[config.mk]
export PLATFORM = sky130hd
export DESIGN_NAME = control_sequencer
export DESIGN_NICKNAME = d
export VERILOG_FILES = /design/src/rtl/control_sequencer_pkg.sv /design/src/rtl/control_sequencer_opcode_classifier.sv /design/src/rtl/control_sequencer.sv
export SDC_FILE = /design/constraint.sdc
export NUM_CORES = 1
export LEC_CHECK = 0
export ABC_AREA = 0
export CAP_MARGIN = 0
export CORE_MARGIN = 8
export CORE_UTILIZATION = 41
export DETAILED_ROUTE_END_ITERATION = 10
export HOLD_SLACK_MARGIN = 0.06
export PLACE_DENSITY_LB_ADDON = 0.05
export SYNTH_ARGS = -nofsm -noshare
export SYNTH_HDL_FRONTEND = slang
export SYNTH_SLANG_ARGS = --single-unit
export TNS_END_PERCENT = 20
[constraint.sdc]
create_clock -name clock -period 3.4 [get_ports clock]
set_clock_uncertainty 0.15 [all_clocks]
set_input_delay 0.34 -clock clock [delete_from_list [all_inputs] [get_ports clock]]
set_output_delay 0.34 -clock clock [all_outputs]
set_load 0.02 [all_outputs]
[src/rtl/control_sequencer_pkg.sv]
// Shared CPU control definitions: opcodes, sequencer step encoding,
// opcode classes and the bundle of datapath control strobes.
package cpu_defs;

    localparam int OPW = 5;

    localparam logic [OPW-1:0] OP_ADD  = 5'd3;
    localparam logic [OPW-1:0] OP_SUB  = 5'd4;
    localparam logic [OPW-1:0] OP_SHR  = 5'd5;
    localparam logic [OPW-1:0] OP_SHRA = 5'd6;
    localparam logic [OPW-1:0] OP_SHL  = 5'd7;
    localparam logic [OPW-1:0] OP_ROR  = 5'd8;
    localparam logic [OPW-1:0] OP_ROL  = 5'd9;
    localparam logic [OPW-1:0] OP_AND  = 5'd10;
    localparam logic [OPW-1:0] OP_OR   = 5'd11;
    localparam logic [OPW-1:0] OP_DIV  = 5'd15;
    localparam logic [OPW-1:0] OP_MUL  = 5'd16;
    localparam logic [OPW-1:0] OP_NEG  = 5'd17;
    localparam logic [OPW-1:0] OP_NOT  = 5'd18;
    localparam logic [OPW-1:0] OP_NOP  = 5'd26;
    localparam logic [OPW-1:0] OP_HALT = 5'd27;

    typedef enum logic [2:0] {
        ST_T0   = 3'd0,
        ST_T1   = 3'd1,
        ST_T2   = 3'd2,
        ST_T3   = 3'd3,
        ST_T4   = 3'd4,
        ST_T5   = 3'd5,
        ST_T6   = 3'd6,
        ST_HALT = 3'd7
    } state_e;

    typedef enum logic [2:0] {
        CLS_ALU3   = 3'd0,
        CLS_MULDIV = 3'd1,
        CLS_UNARY  = 3'd2,
        CLS_NOP    = 3'd3,
        CLS_HALT   = 3'd4
    } op_class_e;

    typedef struct packed {
        logic pc_out;
        logic mar_in;
        logic inc_pc;
        logic mem_read;
        logic mdr_in;
        logic mdr_out;
        logic ir_in;
        logic y_in;
        logic z_in;
        logic zlow_out;
        logic zhigh_out;
        logic hi_in;
        logic lo_in;
        logic gra;
        logic grb;
        logic grc;
        logic r_in;
        logic r_out;
    } ctrl_t;

endpackage

[src/rtl/control_sequencer_opcode_classifier.sv]
// Maps an IR opcode field to the instruction class that selects the
// execute-step sequence. Unrecognised opcodes fall back to NOP.
module opcode_classifier
    import cpu_defs::*;
(
    input  logic [OPW-1:0] opcode_i,
    output op_class_e      op_class_o
);

    // Pure lookup from opcode to execute class
    always_comb begin
        op_class_o = CLS_NOP;
        case (opcode_i)
            OP_ADD, OP_SUB, OP_SHR, OP_SHRA, OP_SHL,
            OP_ROR, OP_ROL, OP_AND, OP_OR:   op_class_o = CLS_ALU3;
            OP_DIV, OP_MUL:                  op_class_o = CLS_MULDIV;
            OP_NEG, OP_NOT:                  op_class_o = CLS_UNARY;
            OP_NOP:                          op_class_o = CLS_NOP;
            OP_HALT:                         op_class_o = CLS_HALT;
            default:                         op_class_o = CLS_NOP;
        endcase
    end

endmodule

[src/rtl/control_sequencer.sv]
// Step sequencer for the CPU datapath: fetch T0-T2, execute T3-T6.
// Controls are a Moore decode of the registered step; armed_q keeps every
// strobe low until the first clock edge after reset is released, so T0
// is always a full cycle and an asserted clear_n kills strobes at once.
module control_sequencer
    import cpu_defs::*;
#(
    parameter int OPW      = 5,
    parameter int WAIT_MAX = 15
) (
    input  logic           clock,
    input  logic           clear_n,
    input  logic [31:0]    ir,
    input  logic           mem_ready,
    output logic           PCout,
    output logic           MARin,
    output logic           IncPC,
    output logic           memRead,
    output logic           MDRin,
    output logic           MDRout,
    output logic           IRin,
    output logic           Yin,
    output logic           Zin,
    output logic           Zlowout,
    output logic           Zhighout,
    output logic           HIin,
    output logic           LOin,
    output logic           Gra,
    output logic           Grb,
    output logic           Grc,
    output logic           Rin,
    output logic           Rout,
    output logic [OPW-1:0] alu_op,
    output logic           run,
    output logic           mem_fault
);

    localparam int CW = $clog2(WAIT_MAX + 1);

    state_e          state_q;
    op_class_e       cls_q;
    op_class_e       cls_live;
    op_class_e       cls_use;
    logic            armed_q;
    logic            run_q;
    logic            mem_fault_q;
    logic [CW-1:0]   wait_cnt_q;
    ctrl_t           ctrl;
    logic            unused_ir_bits;

    assign unused_ir_bits = ^ir[31-OPW:0];

    opcode_classifier u_classifier (
        .opcode_i   (ir[31 -: OPW]),
        .op_class_o (cls_live)
    );

    // Step sequencing, T1 wait counter, sticky fault and run flag
    always_ff @(posedge clock or negedge clear_n) begin
        if (!clear_n) begin
            state_q     <= ST_T0;
            cls_q       <= CLS_NOP;
            armed_q     <= 1'b0;
            run_q       <= 1'b1;
            mem_fault_q <= 1'b0;
            wait_cnt_q  <= '0;
        end else if (!armed_q) begin
            armed_q <= 1'b1;
        end else begin
            case (state_q)
                ST_T0: state_q <= ST_T1;
                ST_T1: begin
                    if (mem_ready) begin
                        state_q    <= ST_T2;
                        wait_cnt_q <= '0;
                    end else if (wait_cnt_q == CW'(WAIT_MAX - 1)) begin
                        state_q     <= ST_HALT;
                        wait_cnt_q  <= CW'(WAIT_MAX);
                        mem_fault_q <= 1'b1;
                        run_q       <= 1'b0;
                    end else begin
                        wait_cnt_q <= wait_cnt_q + CW'(1);
                    end
                end
                ST_T2: state_q <= ST_T3;
                ST_T3: begin
                    cls_q <= cls_live;
                    case (cls_live)
                        CLS_ALU3, CLS_MULDIV, CLS_UNARY: state_q <= ST_T4;
                        CLS_HALT: begin
                            state_q <= ST_HALT;
                            run_q   <= 1'b0;
                        end
                        default: state_q <= ST_T0;
                    endcase
                end
                ST_T4: state_q <= (cls_q == CLS_UNARY) ? ST_T0 : ST_T5;
                ST_T5: state_q <= (cls_q == CLS_MULDIV) ? ST_T6 : ST_T0;
                ST_T6: state_q <= ST_T0;
                default: state_q <= ST_HALT;
            endcase
        end
    end

    // Moore decode of the current step into datapath strobes
    always_comb begin
        ctrl    = '0;
        cls_use = (state_q == ST_T3) ? cls_live : cls_q;
        if (armed_q) begin
            case (state_q)
                ST_T0: begin
                    ctrl.pc_out = 1'b1; ctrl.mar_in = 1'b1; ctrl.inc_pc = 1'b1;
                end
                ST_T1: begin
                    ctrl.mem_read = 1'b1; ctrl.mdr_in = 1'b1;
                end
                ST_T2: begin
                    ctrl.mdr_out = 1'b1; ctrl.ir_in = 1'b1;
                end
                ST_T3: begin
                    case (cls_use)
                        CLS_ALU3:   begin ctrl.grb = 1'b1; ctrl.r_out = 1'b1; ctrl.y_in = 1'b1; end
                        CLS_MULDIV: begin ctrl.gra = 1'b1; ctrl.r_out = 1'b1; ctrl.y_in = 1'b1; end
                        CLS_UNARY:  begin ctrl.grb = 1'b1; ctrl.r_out = 1'b1; ctrl.z_in = 1'b1; end
                        default: ;
                    endcase
                end
                ST_T4: begin
                    case (cls_use)
                        CLS_ALU3:   begin ctrl.grc = 1'b1; ctrl.r_out = 1'b1; ctrl.z_in = 1'b1; end
                        CLS_MULDIV: begin ctrl.grb = 1'b1; ctrl.r_out = 1'b1; ctrl.z_in = 1'b1; end
                        CLS_UNARY:  begin ctrl.zlow_out = 1'b1; ctrl.gra = 1'b1; ctrl.r_in = 1'b1; end
                        default: ;
                    endcase
                end
                ST_T5: begin
                    case (cls_use)
                        CLS_ALU3:   begin ctrl.zlow_out = 1'b1; ctrl.gra = 1'b1; ctrl.r_in = 1'b1; end
                        CLS_MULDIV: begin ctrl.zlow_out = 1'b1; ctrl.lo_in = 1'b1; end
                        default: ;
                    endcase
                end
                ST_T6: begin
                    ctrl.zhigh_out = 1'b1; ctrl.hi_in = 1'b1;
                end
                default: ;
            endcase
        end
    end

    assign PCout     = ctrl.pc_out;
    assign MARin     = ctrl.mar_in;
    assign IncPC     = ctrl.inc_pc;
    assign memRead   = ctrl.mem_read;
    assign MDRin     = ctrl.mdr_in;
    assign MDRout    = ctrl.mdr_out;
    assign IRin      = ctrl.ir_in;
    assign Yin       = ctrl.y_in;
    assign Zin       = ctrl.z_in;
    assign Zlowout   = ctrl.zlow_out;
    assign Zhighout  = ctrl.zhigh_out;
    assign HIin      = ctrl.hi_in;
    assign LOin      = ctrl.lo_in;
    assign Gra       = ctrl.gra;
    assign Grb       = ctrl.grb;
    assign Grc       = ctrl.grc;
    assign Rin       = ctrl.r_in;
    assign Rout      = ctrl.r_out;
    assign alu_op    = ctrl.z_in ? ir[31 -: OPW] : '0;
    assign run       = run_q;
    assign mem_fault = mem_fault_q;

endmodule

==> summary.md, run 1 <==
| Metric | Value |
|---|---|
| Status | finished clean |
| CTS tree | done |
| Crit path cell chain | clkdlybuf4s50_1, ha_1, or4_4, and3_4, a31oi_4, nand2_1, clkdlybuf4s50_1 |
| Max IR drop VDD | 0.3945 mV |
| R2r endpoint | state_q[2]$_DFFE_PN0P_ |
| Biggest cell delay along the critical path | 0.54 ns |
| Post-route insts no fill | 192 |
| Yosys warnings | 0 |
| Placed Cells incl. Taps | 188 |
| Root buf cell | clkbuf_4 |
| Synth Flop Type | dfrtp_1 |
| Setup Buffers After CTS | 0 |
| Combinational share of power | 52.9% |
| Layout area overhead | 32.11% |
| Type of the worst setup path | input pin to output pin |
| Gate Count Post-Synth | 133 |
| Period minus WS final | 3.115 ns |
| Initial antenna violation count | 0 |
| Routed Antenna Nets | 0 |
| Synth top area cells | dfrtp_1, dfstp_2, nor2_1 |
| Die Y | 66.84 um |
| CP Data Required Time | 2.91 ns |
| Largest net degree at the start of global routing | 16 |
| Yosys cell types | 43 |
| Port Buf Inserts | 32 |
| Sw frac | 45.34% |
| P_int | 455.9 uW |
| N_diodes | 0 |
| First-pass iteration count of the detailed router | 5 |
| P_sw | 378.1 uW |
| Top cells by count, synth | nor2_1, nand2_1, dfrtp_1, o21ai_0, inv_1 |
| PD cells | 595.7 nW/um2 |
| Worst slack, placed | 0.2724 ns |
| Setup crit end kind | output pin |
| Yosys top cell area share | 23.61% |
| Hold buffers post-CTS | 0 |
| Via Count | 1022 |
| Worst hold path type | input pin to asynchronous set/reset pin |
| Static Leakage | 0.5927 nW |
| Delay-heaviest family, CP | buffers and inverters |
| Vias in the first global route | 887 |
| Wire length per cell | 13.02 um |
| Seq pwr share | 35.0% |
| Post-CTS Resized | 0 |
| CP Launch Point | ir[27] |
| Slew Viols, Final | 0 |
| Clk pwr share | 12.1% |
| Worst hold slack | 0.2700 ns |
| Syn nets | 173 |
| DRT Wirelength | 2.499 mm |
| Number of flops mapped to enable cells by yosys | 0 |
| TritonCTS Sinks | 13 |
| Synth area leader | dfrtp_1 |
| 1st-iter DRT viols | 65 |
| Seq cells post-synth | 13 |
| Drt drc | 0 |
| Worst setup margin | 0.2845 ns |
| Die ar. | 4468 um2 |
| FILL cells | 232 |
| Most used cell along the critical path | clkdlybuf4s50_1 |
| Gr ovfl total | 0 |
| Mean area per synthesized cell | 7.968 um2 |
| Post-synthesis async set-or-reset flop share | 100.0% |
| Routability cong. | 0.8280 |
| Initial Utilization | 43.17% |
| Row count | 18 |
| Setup_tns | 0 ns |
| Die W | 66.84 um |
| Fin nets | 203 |
| Maximum capacitance violations | 0 |
| Core Area | 2455 um2 |
| # setup viols final | 0 |
| Crit-path slowest cell | clkdlybuf4s50_1 |
| RR Startpoint | state_q[0]$_DFFE_PN0P_ |
| Vias per inst | 5.323 |
| Final Cycle Share | 91.63% |
| Most numerous cell in the Yosys netlist | nor2_1 |
| Hold violation count in the final report | 0 |
| Num CTS Buffers | 3 |
| Tot GR Track Use | 11.79% |
| Fmax | 0.3210 GHz |
| Layout cells sized above 1 | 9.259% |
| Actual slew at the worst max-slew pin | 0.6009 ns |
| CP arrival | 2.63 ns |
| Register area share after synthesis | 31.05% |
| Clk pin slew, worst setup/hold paths | 0.09 ns |
| DP Wirelength | 1.984 mm |
| Mapped cell area | 1060 um2 |
| First-pass GRT wire length | 4.050 mm |
| Final Core Density | 57.03% |
| Slew HR | 59.82% |
| Crit path buffers/inverters | 2 |
| Launching element type of the critical path | input pin |
| H-Tree Depth | 1 |
| Register-to-register setup slack | 1.66 ns |
| Longest Clk Path Bufs | 2 |
| RSZ-0062 raised after global routing | no |
| Cells on worst reg2reg path | 5 |
| Worst-Skew Late Latency | 0.29 ns |
| Crit path max fanout | 7 |
| Io pins | 60 |
-- power by group through the flow --
stage | clock, mW | sequential, mW | combinational (mW)
3_3_place_gp | 0 | 0.293 | 0.436
3_5_place_dp | 0 | 0.294 | 0.442
5_1_grt | 0.112 | 0.302 | 0.489
6_report | 0.101 | 0.292 | 0.441
4_1_cts | 0.104 | 0.290 | 0.444
2_1_floorplan | 0 | 0.263 | 0.335
-- worst max path at each step --
stage | end | cells after the start
global route | Rout | 7
finish | Rout | 7
floorplan | alu_op[2] | 5
CTS | Rout | 7
global placement | Rout | 7
detailed placement | Rout | 7
-- kinds of logic after synthesis --
group | after synthesis | share of synthesized area (%)
AO/OA/AOI/OAI | 33 | 21.25
adder cells (fa/ha/maj) | 5 | 5.903
multiplexers | 2 | 2.007
AND/OR/NAND/NOR | 62 | 31.41
flip-flops | 13 | 31.05
other | 1 | 0.3539
buffers and inverters | 17 | 8.028
-- sequential cells by signal, indices dropped and copies added (netlist names) --
signal      cells
wait_cnt_q      4
state_q         3
mem_fault       1
armed_q         1
cls_q           3
run             1
-- metrics by stage --
stage / instance area, um2 / total power, mW
final: 1400 / 0.8340
after global routing: 1400 / 0.9028
after CTS: 1400 / 0.8390
after detailed placement: 1374 / 0.7357
after global placement: 1374 / 0.7290
after floorplan: 1060 / 0.5979
-- final cells by class --
class	count	area, um2	area share, %
Sequential cell	13	329.1	23.50
Clock buffer	4	26.28	1.877
Timing Repair Buffer	33	327.8	23.41
Tap cell	30	37.54	2.681
Multi-Input combinational cell	103	645.6	46.11
Inverter	9	33.78	2.413
-- per-layer routing --
layer	wire, um	track usage (%)
met1	1175	14.69
met2	1052	17.32
met3	237	4.698
met4	33	5.333
met5	0	0
-- placed cells by master (no fill, tap or decap), types with 2 or more instances in the layout --
cell type	Yosys	routed
a21oi_1	5	5
a31oi_1	4	4
clkbuf_4	0	3
clkdlybuf4s50_1	0	32
dfrtp_1	10	10
dfstp_2	3	3
ha_1	5	5
inv_1	9	9
nand2_1	15	15
nand2b_1	2	2
nand3_1	7	7
nor2_1	18	18
nor2b_1	6	6
nor3_1	2	2
o2111ai_1	2	2
o21ai_0	10	10
o22ai_1	2	2
Power figures use the tool's default switching activity.
==> run 2: changes to the inputs <==
--- a/config.mk
+++ b/config.mk
@@ -8,7 +8,8 @@
 export ABC_AREA = 0
 export CAP_MARGIN = 0
 export CORE_MARGIN = 8
-export CORE_UTILIZATION = 41
+export CORE_UTILIZATION = 42
+export CTS_BUF_LIST = sky130_fd_sc_hd__clkbuf_8
 export DETAILED_ROUTE_END_ITERATION = 10
 export HOLD_SLACK_MARGIN = 0.06
 export PLACE_DENSITY_LB_ADDON = 0.05
==> run 2 against run 1 <==
Against the previous run: combinational power is essentially flat; final cell count is the same; routed wire length grew 2.1%; non-clock buffer count is the same.
==> summary.md, run 2 (synthesis gave the netlist of run 1 again) <==
| Metric | Value |
|---|---|
| DP Wirelength | 2.028 mm (+2.2%) |
| Post-CTS Resized | 0 (unchanged) |
| PD cells | 613.1 nW/um2 (+2.9%) |
| Num CTS Buffers | 3 (unchanged) |
| Die Y | 66.23 um (-0.91%) |
| Die ar. | 4386 um2 (-1.8%) |
| Routed Antenna Nets | 0 (unchanged) |
| Maximum capacitance violations | 0 (unchanged) |
| CTS tree | done |
| Wire length per cell | 13.29 um (+2.1%) |
| Largest net degree at the start of global routing | 16 (unchanged) |
| 1st-iter DRT viols | 43 (-34%) |
| H-Tree Depth | 1 (unchanged) |
| Port Buf Inserts | 32 (unchanged) |
| Largest Register | wait_cnt_q |
| Top flop regs | wait_cnt_q x4, cls_q x3, state_q x3 |
| Tot GR Track Use | 12.11% (+0.32 points) |
| Vias per inst | 5.359 (+0.68%) |
| Setup_tns | 0 ns (unchanged) |
| Via Count | 1029 (+0.68%) |
| Setup crit end kind | output pin |
| Actual slew at the worst max-slew pin | 0.6206 ns (+0.01980 ns) |
| RSZ-0062 raised after global routing | no |
| Routability cong. | 0.8108 (-2.1%) |
| Launching element type of the critical path | input pin |
| Worst hold path type | flip-flop to flip-flop |
| Die W | 66.23 um (-0.91%) |
| Crit path max fanout | 7 (unchanged) |
| Fin nets | 203 (unchanged) |
| Setup Buffers After CTS | 0 (unchanged) |
| Hold violation count in the final report | 0 (unchanged) |
| Worst-Skew Late Latency | 0.24 ns (-0.05 ns) |
| First-pass iteration count of the detailed router | 4 (-1) |
| Row count | 18 (unchanged) |
| Max IR drop VDD | 0.4345 mV (+10%) |
| Type of the worst setup path | input pin to output pin |
| Gr ovfl total | 0 (unchanged) |
| Most common cell after layout, fill and taps aside | clkdlybuf4s50_1 |
| Layout cells sized above 1 | 9.259% (unchanged) |
| Core Area | 2432 um2 (-0.92%) |
| N_diodes | 0 (unchanged) |
| Total power draw | 869.9 uW (+4.3%) |
| Final Cycle Share | 93.06% (+1.4 points) |
| Worst hold slack | 0.3105 ns (+0.04050 ns) |
| TritonCTS Sinks | 13 (unchanged) |
| Layout area overhead | 33.88% |
| Vias in the first global route | 958 (+8.0%) |
| Longest Clk Path Bufs | 2 (unchanged) |
| Static Leakage | 0.6046 nW (+2.0%) |
| Max reg flops | 4 (unchanged) |
| Drt drc | 0 (unchanged) |
| Root buf cell | clkbuf_8 |
| CP Data Required Time | 2.91 ns (about the same) |
| Slew Viols, Final | 0 (unchanged) |
| DRT Wirelength | 2.551 mm (+2.1%) |
| Slew HR | 58.49% (-1.3 points) |
| Initial Utilization | 43.57% (+0.40 points) |
| # setup viols final | 0 (unchanged) |
| Most frequent cells in the layout | clkdlybuf4s50_1, nor2_1, nand2_1 |
| CP arrival | 2.67 ns (+0.04 ns) |
| Hold buffers post-CTS | 0 (unchanged) |
| First-pass GRT wire length | 4.347 mm (+7.3%) |
| Period minus WS final | 3.164 ns (+0.04844 ns) |
| Clk pin slew, worst setup/hold paths | 0.05 ns (-0.04 ns) |
| Fmax | 0.3161 GHz (-1.5%) |
| Status | finished clean |
| Io pins | 60 (unchanged) |
| Initial antenna violation count | 0 (unchanged) |
[run 2: final timing paths]
path                       cells past startpoint  slack (ns)                    from                        end
setup / recovery                               7        0.24                  ir[27]                  alu_op[4]
max in group asynchronous                      1        2.36                 clear_n  wait_cnt_q[0]$_DFFE_PN0P_
hold reg to reg                                1        0.31   mem_fault$_DFFE_PN0P_      mem_fault$_DFFE_PN0P_
hold / removal                                 1        0.31   mem_fault$_DFFE_PN0P_      mem_fault$_DFFE_PN0P_
min in group asynchronous                      1        0.33                 clear_n       cls_q[2]$_DFFE_PN0P_
setup reg to reg                               5        1.69  state_q[0]$_DFFE_PN0P_     state_q[2]$_DFFE_PN0P_
[run 2: routing by layer]
layer  GRT usage [%]  up-vias  part of all wire [%]
li1                -      525                     -
met1           15.04      464                    44
met2           19.06       40                    46
met3           5.593        0                    10
met4           1.600        0                     0
met5               0        -                     0
[run 2: final cells by class]
class / instances / area [um2]
fill: 226 / 1013
multi-input combinational: 103 / 645.6
sequential: 13 / 329.1
timing repair buffer: 33 / 327.8
clock buffer: 3 / 41.29
tap: 30 / 37.54
inverter: 9 / 33.78
clock inverter: 1 / 3.754
[run 2: power by group]
| part | switching, mW | internal (mW) |
|---|---|---|
| clock | 0.0564 | 0.0797 |
| combinational | 0.243 | 0.198 |
| sequential | 0.0799 | 0.212 |
[run 2: through the flow]
step / cells / utilization (%) / area [um2] / worst slack [ns]
after floorplan: 133 / - / 1060 / 1.266
after global placement: 188 / 56.48 / 1374 / 0.2874
after detailed placement: 188 / 56.48 / 1374 / 0.2344
after CTS: 192 / 58.33 / 1419 / 0.2259
after global routing: 192 / 58.33 / 1419 / 0.1247
final: 192 / 58.33 / 1419 / 0.2361
[run 2: critical path, cell delays in order]
cell	delay, ns
clkdlybuf4s50_1	0.45
ha_1	0.27
or4_4	0.51
and3_4	0.19
a31oi_4	0.28
nor2b_1	0.08
clkdlybuf4s50_1	0.54
